File: src/rtl/mult_div_unit.sv
// -----------------------------------------------------------------------------
// mult_div_unit
//   Sequential signed multiplier / divider for the multicycle MIPS datapath.
//   Multiply: radix-2 Booth over {A,Q,q-1}. Divide: restoring division on
//   operand magnitudes followed by a sign fix-up. One setup cycle, ITERS
//   iteration cycles, then a single FINISH cycle carrying done.
//
//   Optional feature macro: MULT_DIV_UNSIGNED_EN adds the unsigned_op input
//   (MULTU/DIVU when high). Without it every operation is signed.
//
// Ports:
//   clock       in   rising-edge clock
//   reset       in   synchronous active-low reset
//   start_mult  in   signed multiply request (IDLE only)
//   start_div   in   signed divide request (IDLE only, multiply wins a tie)
//   unsigned_op in   (MULT_DIV_UNSIGNED_EN only) unsigned operation select
//   a, b        in   operands, latched on the accepting edge
//   busy        out  operation in progress
//   done        out  one-cycle pulse, hi/lo valid
//   div_zero    out  one-cycle pulse with done for a divide by zero
//   hi, lo      out  product upper/lower word, or remainder/quotient
// -----------------------------------------------------------------------------
module mult_div_unit #(
  parameter int WIDTH = 32,
  parameter int ITERS = WIDTH
) (
  input  logic             clock,
  input  logic             reset,
  input  logic             start_mult,
  input  logic             start_div,
`ifdef MULT_DIV_UNSIGNED_EN
  input  logic             unsigned_op,
`endif
  input  logic [WIDTH-1:0] a,
  input  logic [WIDTH-1:0] b,
  output logic             busy,
  output logic             done,
  output logic             div_zero,
  output logic [WIDTH-1:0] hi,
  output logic [WIDTH-1:0] lo
);

  localparam int CW = $clog2(ITERS + 1);
  localparam logic [CW-1:0] ITERS_C = CW'(ITERS);
  localparam logic [CW-1:0] ONE_C   = CW'(1);

  typedef enum logic [1:0] {IDLE, MULT_RUN, DIV_RUN, FINISH} state_t;

  state_t           state_r, state_s;
  logic [CW-1:0]    counter_r;
  logic             setup_r;     // first cycle after accept: operand preparation
  logic             dz_r;        // divisor was zero
  logic [WIDTH-1:0] hi_acc_r;    // Booth A / division remainder R
  logic [WIDTH-1:0] lo_acc_r;    // Booth Q / dividend-quotient Q
  logic             qm1_r;       // Booth q-1
  logic [WIDTH-1:0] mag_r;       // multiplicand M / divisor magnitude
  logic             neg_q_r;
  logic             neg_r_r;
  logic             busy_r, done_r, div_zero_r;
  logic [WIDTH-1:0] hi_r, lo_r;
  logic             uns_s;
  logic [WIDTH-1:0] corr_s;

  // Two's-complement magnitude; the most negative value maps to itself,
  // which reads correctly as an unsigned magnitude.
  function automatic logic [WIDTH-1:0] abs_val(input logic [WIDTH-1:0] v);
    if (v[WIDTH-1]) return {WIDTH{1'b0}} - v;
    else            return v;
  endfunction

`ifdef MULT_DIV_UNSIGNED_EN
  logic             uns_r;
  logic [WIDTH-1:0] braw_r;      // raw multiplier, needed for the unsigned hi correction
  assign uns_s = uns_r;

  // Unsigned product = signed product + 2^W*(a31*b + b31*a); only hi changes.
  always_comb begin
    corr_s = {WIDTH{1'b0}};
    if (uns_s) begin
      if (mag_r[WIDTH-1])  corr_s = corr_s + braw_r;
      else                 corr_s = corr_s;
      if (braw_r[WIDTH-1]) corr_s = corr_s + mag_r;
      else                 corr_s = corr_s;
    end else begin
      corr_s = {WIDTH{1'b0}};
    end
  end
`else
  assign uns_s  = 1'b0;
  assign corr_s = {WIDTH{1'b0}};
`endif

  logic last_step_s;
  assign last_step_s = !setup_r && (counter_r == ONE_C);

  // Booth step: A +/- M evaluated one bit wider so M = -2^(W-1) cannot overflow.
  logic [WIDTH:0]   booth_sum_s;
  logic [WIDTH-1:0] booth_hi_s, booth_lo_s;
  always_comb begin
    booth_sum_s = {hi_acc_r[WIDTH-1], hi_acc_r};
    case ({lo_acc_r[0], qm1_r})
      2'b01:   booth_sum_s = {hi_acc_r[WIDTH-1], hi_acc_r} + {mag_r[WIDTH-1], mag_r};
      2'b10:   booth_sum_s = {hi_acc_r[WIDTH-1], hi_acc_r} - {mag_r[WIDTH-1], mag_r};
      default: booth_sum_s = {hi_acc_r[WIDTH-1], hi_acc_r};
    endcase
    booth_hi_s = booth_sum_s[WIDTH:1];
    booth_lo_s = {booth_sum_s[0], lo_acc_r[WIDTH-1:1]};
  end

  // Restoring division step. R < |b| before the shift, so the kept remainder
  // always fits WIDTH bits and the low WIDTH bits of the difference suffice.
  logic [WIDTH:0]   r_sh_s;
  logic             q_bit_s;
  logic [WIDTH-1:0] div_hi_s, div_lo_s;
  always_comb begin
    r_sh_s   = {hi_acc_r, lo_acc_r[WIDTH-1]};
    q_bit_s  = (r_sh_s >= {1'b0, mag_r});
    if (q_bit_s) div_hi_s = r_sh_s[WIDTH-1:0] - mag_r;
    else         div_hi_s = r_sh_s[WIDTH-1:0];
    div_lo_s = {lo_acc_r[WIDTH-2:0], q_bit_s};
  end

  // FSM state register.
  always_ff @(posedge clock) begin
    if (!reset) state_r <= IDLE;
    else        state_r <= state_s;
  end

  // FSM next-state logic.
  always_comb begin
    state_s = state_r;
    case (state_r)
      IDLE: begin
        if (start_mult)     state_s = MULT_RUN;
        else if (start_div) state_s = DIV_RUN;
        else                state_s = IDLE;
      end
      MULT_RUN: begin
        if (last_step_s) state_s = FINISH;
        else             state_s = MULT_RUN;
      end
      DIV_RUN: begin
        if (!setup_r && (dz_r || last_step_s)) state_s = FINISH;
        else                                   state_s = DIV_RUN;
      end
      FINISH:  state_s = IDLE;
      default: state_s = IDLE;
    endcase
  end

  // Datapath, iteration counter and registered outputs.
  always_ff @(posedge clock) begin
    if (!reset) begin
      counter_r  <= {CW{1'b0}};
      setup_r    <= 1'b0;
      dz_r       <= 1'b0;
      hi_acc_r   <= {WIDTH{1'b0}};
      lo_acc_r   <= {WIDTH{1'b0}};
      qm1_r      <= 1'b0;
      mag_r      <= {WIDTH{1'b0}};
      neg_q_r    <= 1'b0;
      neg_r_r    <= 1'b0;
      busy_r     <= 1'b0;
      done_r     <= 1'b0;
      div_zero_r <= 1'b0;
      hi_r       <= {WIDTH{1'b0}};
      lo_r       <= {WIDTH{1'b0}};
`ifdef MULT_DIV_UNSIGNED_EN
      uns_r      <= 1'b0;
      braw_r     <= {WIDTH{1'b0}};
`endif
    end else begin
      done_r     <= 1'b0;
      div_zero_r <= 1'b0;
      case (state_r)
        IDLE: begin
          if (start_mult || start_div) begin
            busy_r    <= 1'b1;
            counter_r <= ITERS_C;
            setup_r   <= 1'b1;
            dz_r      <= 1'b0;
            hi_acc_r  <= {WIDTH{1'b0}};
            qm1_r     <= 1'b0;
            neg_q_r   <= 1'b0;
            neg_r_r   <= 1'b0;
            if (start_mult) begin
              lo_acc_r <= b;
              mag_r    <= a;
            end else begin
              lo_acc_r <= a;
              mag_r    <= b;
            end
`ifdef MULT_DIV_UNSIGNED_EN
            uns_r  <= unsigned_op;
            braw_r <= b;
`endif
          end
        end
        MULT_RUN: begin
          if (setup_r) begin
            setup_r <= 1'b0;
          end else begin
            hi_acc_r  <= booth_hi_s;
            lo_acc_r  <= booth_lo_s;
            qm1_r     <= lo_acc_r[0];
            counter_r <= counter_r - ONE_C;
            if (last_step_s) begin
              hi_r   <= booth_hi_s + corr_s;
              lo_r   <= booth_lo_s;
              busy_r <= 1'b0;
              done_r <= 1'b1;
            end
          end
        end
        DIV_RUN: begin
          if (setup_r) begin
            setup_r <= 1'b0;
            dz_r    <= (mag_r == {WIDTH{1'b0}});
            if (!uns_s) begin
              neg_q_r  <= lo_acc_r[WIDTH-1] ^ mag_r[WIDTH-1];
              neg_r_r  <= lo_acc_r[WIDTH-1];
              lo_acc_r <= abs_val(lo_acc_r);
              mag_r    <= abs_val(mag_r);
            end
          end else if (dz_r) begin
            // hi/lo deliberately left untouched
            busy_r     <= 1'b0;
            done_r     <= 1'b1;
            div_zero_r <= 1'b1;
          end else begin
            hi_acc_r  <= div_hi_s;
            lo_acc_r  <= div_lo_s;
            counter_r <= counter_r - ONE_C;
            if (last_step_s) begin
              lo_r   <= neg_q_r ? ({WIDTH{1'b0}} - div_lo_s) : div_lo_s;
              hi_r   <= neg_r_r ? ({WIDTH{1'b0}} - div_hi_s) : div_hi_s;
              busy_r <= 1'b0;
              done_r <= 1'b1;
            end
          end
        end
        FINISH: begin
          busy_r <= 1'b0;
        end
        default: begin
          busy_r <= 1'b0;
        end
      endcase
    end
  end

  assign busy     = busy_r;
  assign done     = done_r;
  assign div_zero = div_zero_r;
  assign hi       = hi_r;
  assign lo       = lo_r;

endmodule
File: config.mk
export PLATFORM = sky130hd
export DESIGN_NAME = mult_div_unit
export DESIGN_NICKNAME = d
export VERILOG_FILES = /design/src/rtl/mult_div_unit.sv
export SDC_FILE = /design/constraint.sdc
export NUM_CORES = 1
export LEC_CHECK = 0
export BUFFER_PORTS_ARGS = -buffer_cell sky130_fd_sc_hd__buf_2
export CAP_MARGIN = 20
export CORE_ASPECT_RATIO = 0.75
export CORE_UTILIZATION = 30
export CTS_BUF_LIST = sky130_fd_sc_hd__clkbuf_4 sky130_fd_sc_hd__clkbuf_8
export DETAILED_ROUTE_END_ITERATION = 8
export GPL_ROUTABILITY_DRIVEN = 0
export HOLD_SLACK_MARGIN = 0.12
export PLACE_DENSITY_LB_ADDON = 0.12
export SLEW_MARGIN = 20
export SYNTH_ARGS = -nofsm -noshare
export SYNTH_HDL_FRONTEND = slang
export SYNTH_SLANG_ARGS = --single-unit
File: constraint.sdc
create_clock -name clock -period 14.44 [get_ports clock]
set_input_delay 2.166 -clock clock [delete_from_list [all_inputs] [get_ports clock]]
set_output_delay 2.166 -clock clock [all_outputs]
set_load 0.01 [all_outputs]
# --- Word-level counts from Yosys, hierarchy flattened ---
# Index checks and enable logic that the tools add are counted.
# W data, S select, Z words.
word_totals:
  inputBits: 68
  latch_bits: 0
  out_inout_bits: 67
  rom_bits: 0
  ff_bits: 176
  mem_bits_rw: 0
  wordCells: 133
  n_memories: 0
classes:
  n_shift: 0
  order_cmp: 1
  reduce_logical: 23
  div: 0
  n_bitwise: 3
  eq_ne: 16
  n_mul: 0
  addsub: 8
  muxes: 65
op_table:
  columns: ["cell", "n"]
  rows:
  - ["$mux W32", 27]
  - ["$pmux W32 S2", 3]
  - ["$pmux W32 S3", 2]
  - ["$sub A1 B32 Y32 const A", 4]
  - ["$pmux W33 S2", 1]
  - ["$add A32 B32 Y33", 1]
  - ["$ge A33 B32 Y1", 1]
  - ["$sub A32 B32 Y33", 1]
  - ["$logic_not A32 Y1", 1]
  - ["$sub A32 B32 Y32", 1]
  - ["$mux W6", 4]
  - ["$pmux W6 S3", 1]
  - ["$mux W1", 16]
  - ["$ne A2 B2 Y1 const B", 8]
  - ["$pmux W1 S2", 6]
  - ["$reduce_and A5 Y1", 2]
  - ["$reduce_and A3 Y1", 3]
  - ["$pmux W2 S4", 1]
  - ["$reduce_and A4 Y1", 2]
  - ["$reduce_bool A2 Y1", 4]
  - ["$eq A2 B2 Y1 const B", 3]
  - ["$eq A6 B1 Y1 const B", 1]
  - ["$mux W2", 3]
  - ["$ne A3 B3 Y1 const B", 2]
  - ["other kinds (14)", 18]

# --- Longest topological paths before layout ---
logic_depth:
  ltp_word: 8
  depth_mapped: 25
  mapped_depth_nobuf: 22

# --- Worst setup path before layout ---
# OpenSTA, ideal clock, no wires.
synth_path:
  path_type: "register -> register"
  startpoint: "register mag_r[17]"
  endpoint: "register hi_r[30], in the netlist hi[30]"
  stages_incl_launch_ff: 25
  t_arrival_ns: 4.789
  path_slack_ns: 9.573
  synth_period_minus_slack_ns: 4.867
  setup_time_ns: 0.078
  cell_sequence: "dfxtp_1 clkbuf_1 inv_1 ha_1 buf_4 and2_4 nand4_4 or3_4 o211ai_4 inv_2 nand2_4 buf_2 buf_1 nor2_1 a21oi_1 ha_1 inv_1 nor2_1 nand4b_1 o41a_1 a2111oi_4 nand2_2 o311ai_1 o41ai_1 a32oi_1"
synth_via:
  elab_chain_cells: 8
synth_rtl:
  columns: ["element", "line", "source"]
  rows:
  - ["start, declared", "56", "logic [WIDTH-1:0] mag_r;"]
  - ["start signal, assigned", "160", "mag_r <= {WIDTH{1'b0}};"]
  - ["start signal, assigned", "223", "mag_r <= abs_val(mag_r);"]
  - ["$sub A32 B32 Y32 / $ge A33 B32 Y1 (equally long branches)", "118, 117", null]
  - ["$mux W32", "118", "if (q_bit_s) div_hi_s = r_sh_s[WIDTH-1:0] - mag_r;"]
  - ["$sub A1 B32 Y32", "236", "hi_r <= neg_r_r ? ({WIDTH{1'b0}} - div_hi_s) : div_hi_s;"]
  - ["$mux W32", "236", null]
  - ["$mux W32", "234", "if (last_step_s) begin"]
  - ["$mux W32", "225", "end else if (dz_r) begin"]
  - ["$mux W32", "216", "if (setup_r) begin"]
  - ["$pmux W32 S2 (*)", "175", "case (state_r)"]
  - ["end signal, assigned", "166", "hi_r <= {WIDTH{1'b0}};"]
  - ["end signal, assigned", "208", "hi_r <= booth_hi_s + corr_s;"]
  - ["end signal, assigned", "236", null]
  - ["end, declared", "60", "logic [WIDTH-1:0] hi_r, lo_r;"]
# Every way passes the cells marked *; elsewhere a longest branch is shown, timed or not. The select of a mux whose other input is x is not followed.
# A chain may end at the register's enable or synchronous reset.

# --- Final worst setup path ---
layout_path:
  startpoint: "register lo_acc_r[31]"
  endpoint: "register hi_r[30], in the netlist hi[30]"
layout_via:
  elab_chain_cells: 8
layout_rtl:
  columns: ["element", "line", "source"]
  rows:
  - ["start, declared", "54", "logic [WIDTH-1:0] lo_acc_r;"]
  - ["start signal, assigned", "158", "lo_acc_r <= {WIDTH{1'b0}};"]
  - ["start signal, assigned", "204", "lo_acc_r <= booth_lo_s;"]
  - ["start signal, assigned", "222", "lo_acc_r <= abs_val(lo_acc_r);"]
  - ["$sub A32 B32 Y32 / $ge A33 B32 Y1 (equally long branches)", "118, 117", null]
  - ["$mux W32 (*)", "118", null]
  - ["$sub A1 B32 Y32", "236", null]
  - ["$mux W32 (*)", "236", null]
  - ["$mux W32 (*)", "234", null]
  - ["$mux W32 (*)", "225", null]
  - ["$mux W32 (*)", "216", null]
  - ["$pmux W32 S2 (*)", "175", null]
# Marked as above.

==> flow_metrics.py <==
metrics = {
    "clocking": {
        "cts_max_path_buffers": 2,
        "worstSkewPairLatency_ns": 0.55,
        "cts_hold_buf": 0,
        "cts-resized-gates": 0,
        "numCtsBuffers": 17,
        "cts_tree": "done",
        "htree_num_levels": 4,
        "path_clk_slew_ns": 0.11,
        "cts-root-buf": "clkbuf_8",
        "cts_setup_buffers": 0,
        "clock-sinks": 176,
    },
    "setup_path": {
        "worstPathCellList": "inv_1 > ha_1 > nand2b_1 > a21oi_2 > a211oi_4 > a21o_1 > a211o_2 > nand2_4 > nor2_1 > a21oi_1 > ha_1 > inv_1 > nor2_1 > nand4b_1 > o41a_1 > a2111oi_4 > nand2_2 > o311ai_1 > o41ai_1 > a32oi_1",
        "cp.required_ns": 14.92,
        "rr_worst_depth": 20,
        "rr_startpoint": "lo_acc_r[31]$_SDFFE_PN0P_",
        "critPathCapture": "hi[30]$_SDFFE_PN0P_",
        "cp_slowest_stage_delay_ns": 0.63,
        "critPathLaunchType": "register",
        "path_max_fanout": 24,
        "criticalPathCategory": "reg -> reg",
        "cp_slowest_cell": "dfxtp_1",
        "r2r_slack_ns": 8.43,
        "crit_start": "lo_acc_r[31]$_SDFFE_PN0P_",
        "worstSetupEndpointType": "register",
        "path_depth": 20,
        "reg2reg_to": "hi[30]$_SDFFE_PN0P_",
        "crit_family": "compound AO/OA/AOI/OAI gates",
        "crit_arrival_ns": 6.49,
        "crit_buf_inv": 2,
    },
    "yosys": {
        "synth_area_um2": 16900,
        "ys_types": 104,
        "synthFlopType": "dfxtp_1",
        "async_flop_share_pct": 0,
        "synth.avg_cell_area_um2": 7.00,
        "synthTopCellsByArea": "dfxtp_1, nor2_1, a21oi_1",
        "synth_xor_area_share_pct": 7.19,
        "synthSimpleGateAreaFrac_pct": 25.1,
        "synth_top_family_by_area": "compound AO/OA/AOI/OAI gates",
        "yosys.area.top_type": "dfxtp_1",
        "syn_inst": 2419,
        "synth_compound_area_share_pct": 30.5,
        "synth_fa_ha_area_share_pct": 5.85,
        "synth_seq_cells": 176,
        "synth_nets": 2565,
        "synth_top_area_share_pct": 20.8,
        "muxShareOfSynthArea_pct": 4.17,
        "synth_edf_count": 0,
        "ys_seq_area_share_pct": 20.8,
        "yosysWarnings": 0,
    },
    "pwr": {
        "power.density_nw_per_um2": 112,
        "ir_drop_v": 0.0000571,
        "power_leakage_uw": 0.00707,
        "total_power_uw": 2060,
    },
    "sta": {
        "slew_viol_final": 0,
        "hold_viol_final": 0,
        "worstMarginPinSlew_ns": 1.12,
        "max_freq_mhz": 166,
        "post-route-period-util_pct": 41.6,
        "setup_viol": 0,
        "fin_tns_setup_ns": 0,
        "relSlewSlack_pct": 25.2,
        "clock-skew-final_ns": 0.0279,
        "finalCriticalPeriod_ns": 6.01,
        "rsz0062_at_grt": "false",
    },
    "final_layout": {
        "mostFrequentLayoutCells": "nor2_1, nand2_1, a21oi_1",
        "regArea_um2": 3520,
        "fin_cells": 3139,
        "final_common_cell": "nor2_1",
        "num-fill-cells": 5917,
        "multi_input_area_um2": 12400,
        "drive_gt1_share_pct": 11.0,
        "fin_util_pct": 33.4,
        "nets": 2548,
        "area_growth_pct": 8.77,
    },
    "die": {
        "die_x_um": 276,
        "die_h_um": 208,
        "core_region_area_um2": 55100,
        "die-area_um2": 57400,
        "rows": 74,
        "pin_count": 135,
        "initial_core_util_pct": 30.7,
    },
    "global_route": {
        "antenna_found_initial": 1,
        "grt_pass1_wl_um": 110000,
        "grt_start_max_net_pins": 73,
        "grt-ovfl-total": 0,
        "grt_usage_pct": 25.1,
        "grt_pass1_vias": 16396,
    },
    "placed_design": {
        "dp_cells": 3105,
        "port_buffers": 134,
        "dp_hpwl_um": 56200,
    },
    "route": {
        "viasPerCell": 5.88,
        "drt-pass1-iter-count": 6,
        "wl_per_cell_um": 23.5,
        "ant_nets": 0,
        "dr_total_vias": 18445,
        "first_iter_violations": 2201,
        "drcViolationCount": 0,
        "wirelength_um": 73800,
    },
    "status": {
        "outcome": "complete, no violations",
    },
    "worst_hold_path": {
        "holdCritPathClass": "reg -> reg",
    },
    "run": {
        "drv_cap": 0,
    },
}
## metal layers
metal  wire length [um]  global-route usage [%]
met1              36900                    39.6
met2              29000                    34.1
met3               6730                    4.90
met4               1160                    5.10
met5                  0                       0
## layout make-up
cell class | count | area share [%]
clock buffers | 20 | 1.39
diodes | 2 | 0.0272
multi-input cells | 1972 | 67.2
well taps | 722 | 4.91
repair buffers | 167 | 5.00
inverters | 68 | 1.40
flip-flops and latches | 176 | 19.1
clock inverters | 12 | 0.945
## sequential cells by signal (all words and copies together) (netlist names)
signal / cells
hi: 32
neg_q_r: 1
neg_r_r: 1
state_r: 2
dz_r: 1
hi_acc_r: 32
counter_r: 6
busy: 1
qm1_r: 1
mag_r: 32
lo: 32
div_zero: 1
lo_acc_r: 32
setup_r: 1
done: 1
## worst min-delay path, stage by stage, from the launching register on
cell     delay, ns
dfxtp_1       0.32
nand2_1       0.05
a21oi_1       0.05
## logic make-up after synthesis
family                     after synthesis
muxes                                   68
buffers and inverters                  271
adders and majority gates               78
xor gates and xnor gates               139
and+or+nand+nor                        909
AOI/OAI and AO/OA                      778
DFF                                    176
## Yosys cell counts, types with 51 or more instances
cell	number
nand2_1	255
inv_1	65
clkbuf_1	174
nor3_1	64
xnor2_1	83
dfxtp_1	176
mux2i_1	51
o21ai_0	165
xor2_1	56
ha_1	76
a211oi_1	100
a21oi_1	210
nor2_1	333
## through the flow
| stage | setup WS [ns] | instance area (um2) | hold WS (ns) |
|---|---|---|---|
| global placement | 8.60 | 18000 | 0.440 |
| global route | 8.16 | 18400 | 0.480 |
| finish | 8.43 | 18400 | 0.453 |
| floorplan | 9.57 | 16900 | 0.454 |
| CTS | 8.58 | 18400 | 0.457 |
| detailed placement | 8.62 | 18000 | 0.443 |
## worst min path at each step
stage	start	to	slack, ns	depth (start not counted)
after floorplan	qm1_r$_SDFFE_PN0P_	qm1_r$_SDFFE_PN0P_	0.45	2
after global placement	hi[7]$_SDFFE_PN0P_	hi[7]$_SDFFE_PN0P_	0.44	2
after detailed placement	hi[7]$_SDFFE_PN0P_	hi[7]$_SDFFE_PN0P_	0.44	2
after CTS	hi[7]$_SDFFE_PN0P_	hi[7]$_SDFFE_PN0P_	0.46	2
after global routing	hi[8]$_SDFFE_PN0P_	hi[8]$_SDFFE_PN0P_	0.48	2
final	hi[7]$_SDFFE_PN0P_	hi[7]$_SDFFE_PN0P_	0.45	2
## report_power, final
group	leakage [uW]	switching, uW	internal (uW)
registers	0.00143	72.0	520
logic	0.00542	699	357
clock network	0.000217	236	181
total	0.00707	1010	1060
Note: power is estimated with default switching activity, not from simulation.
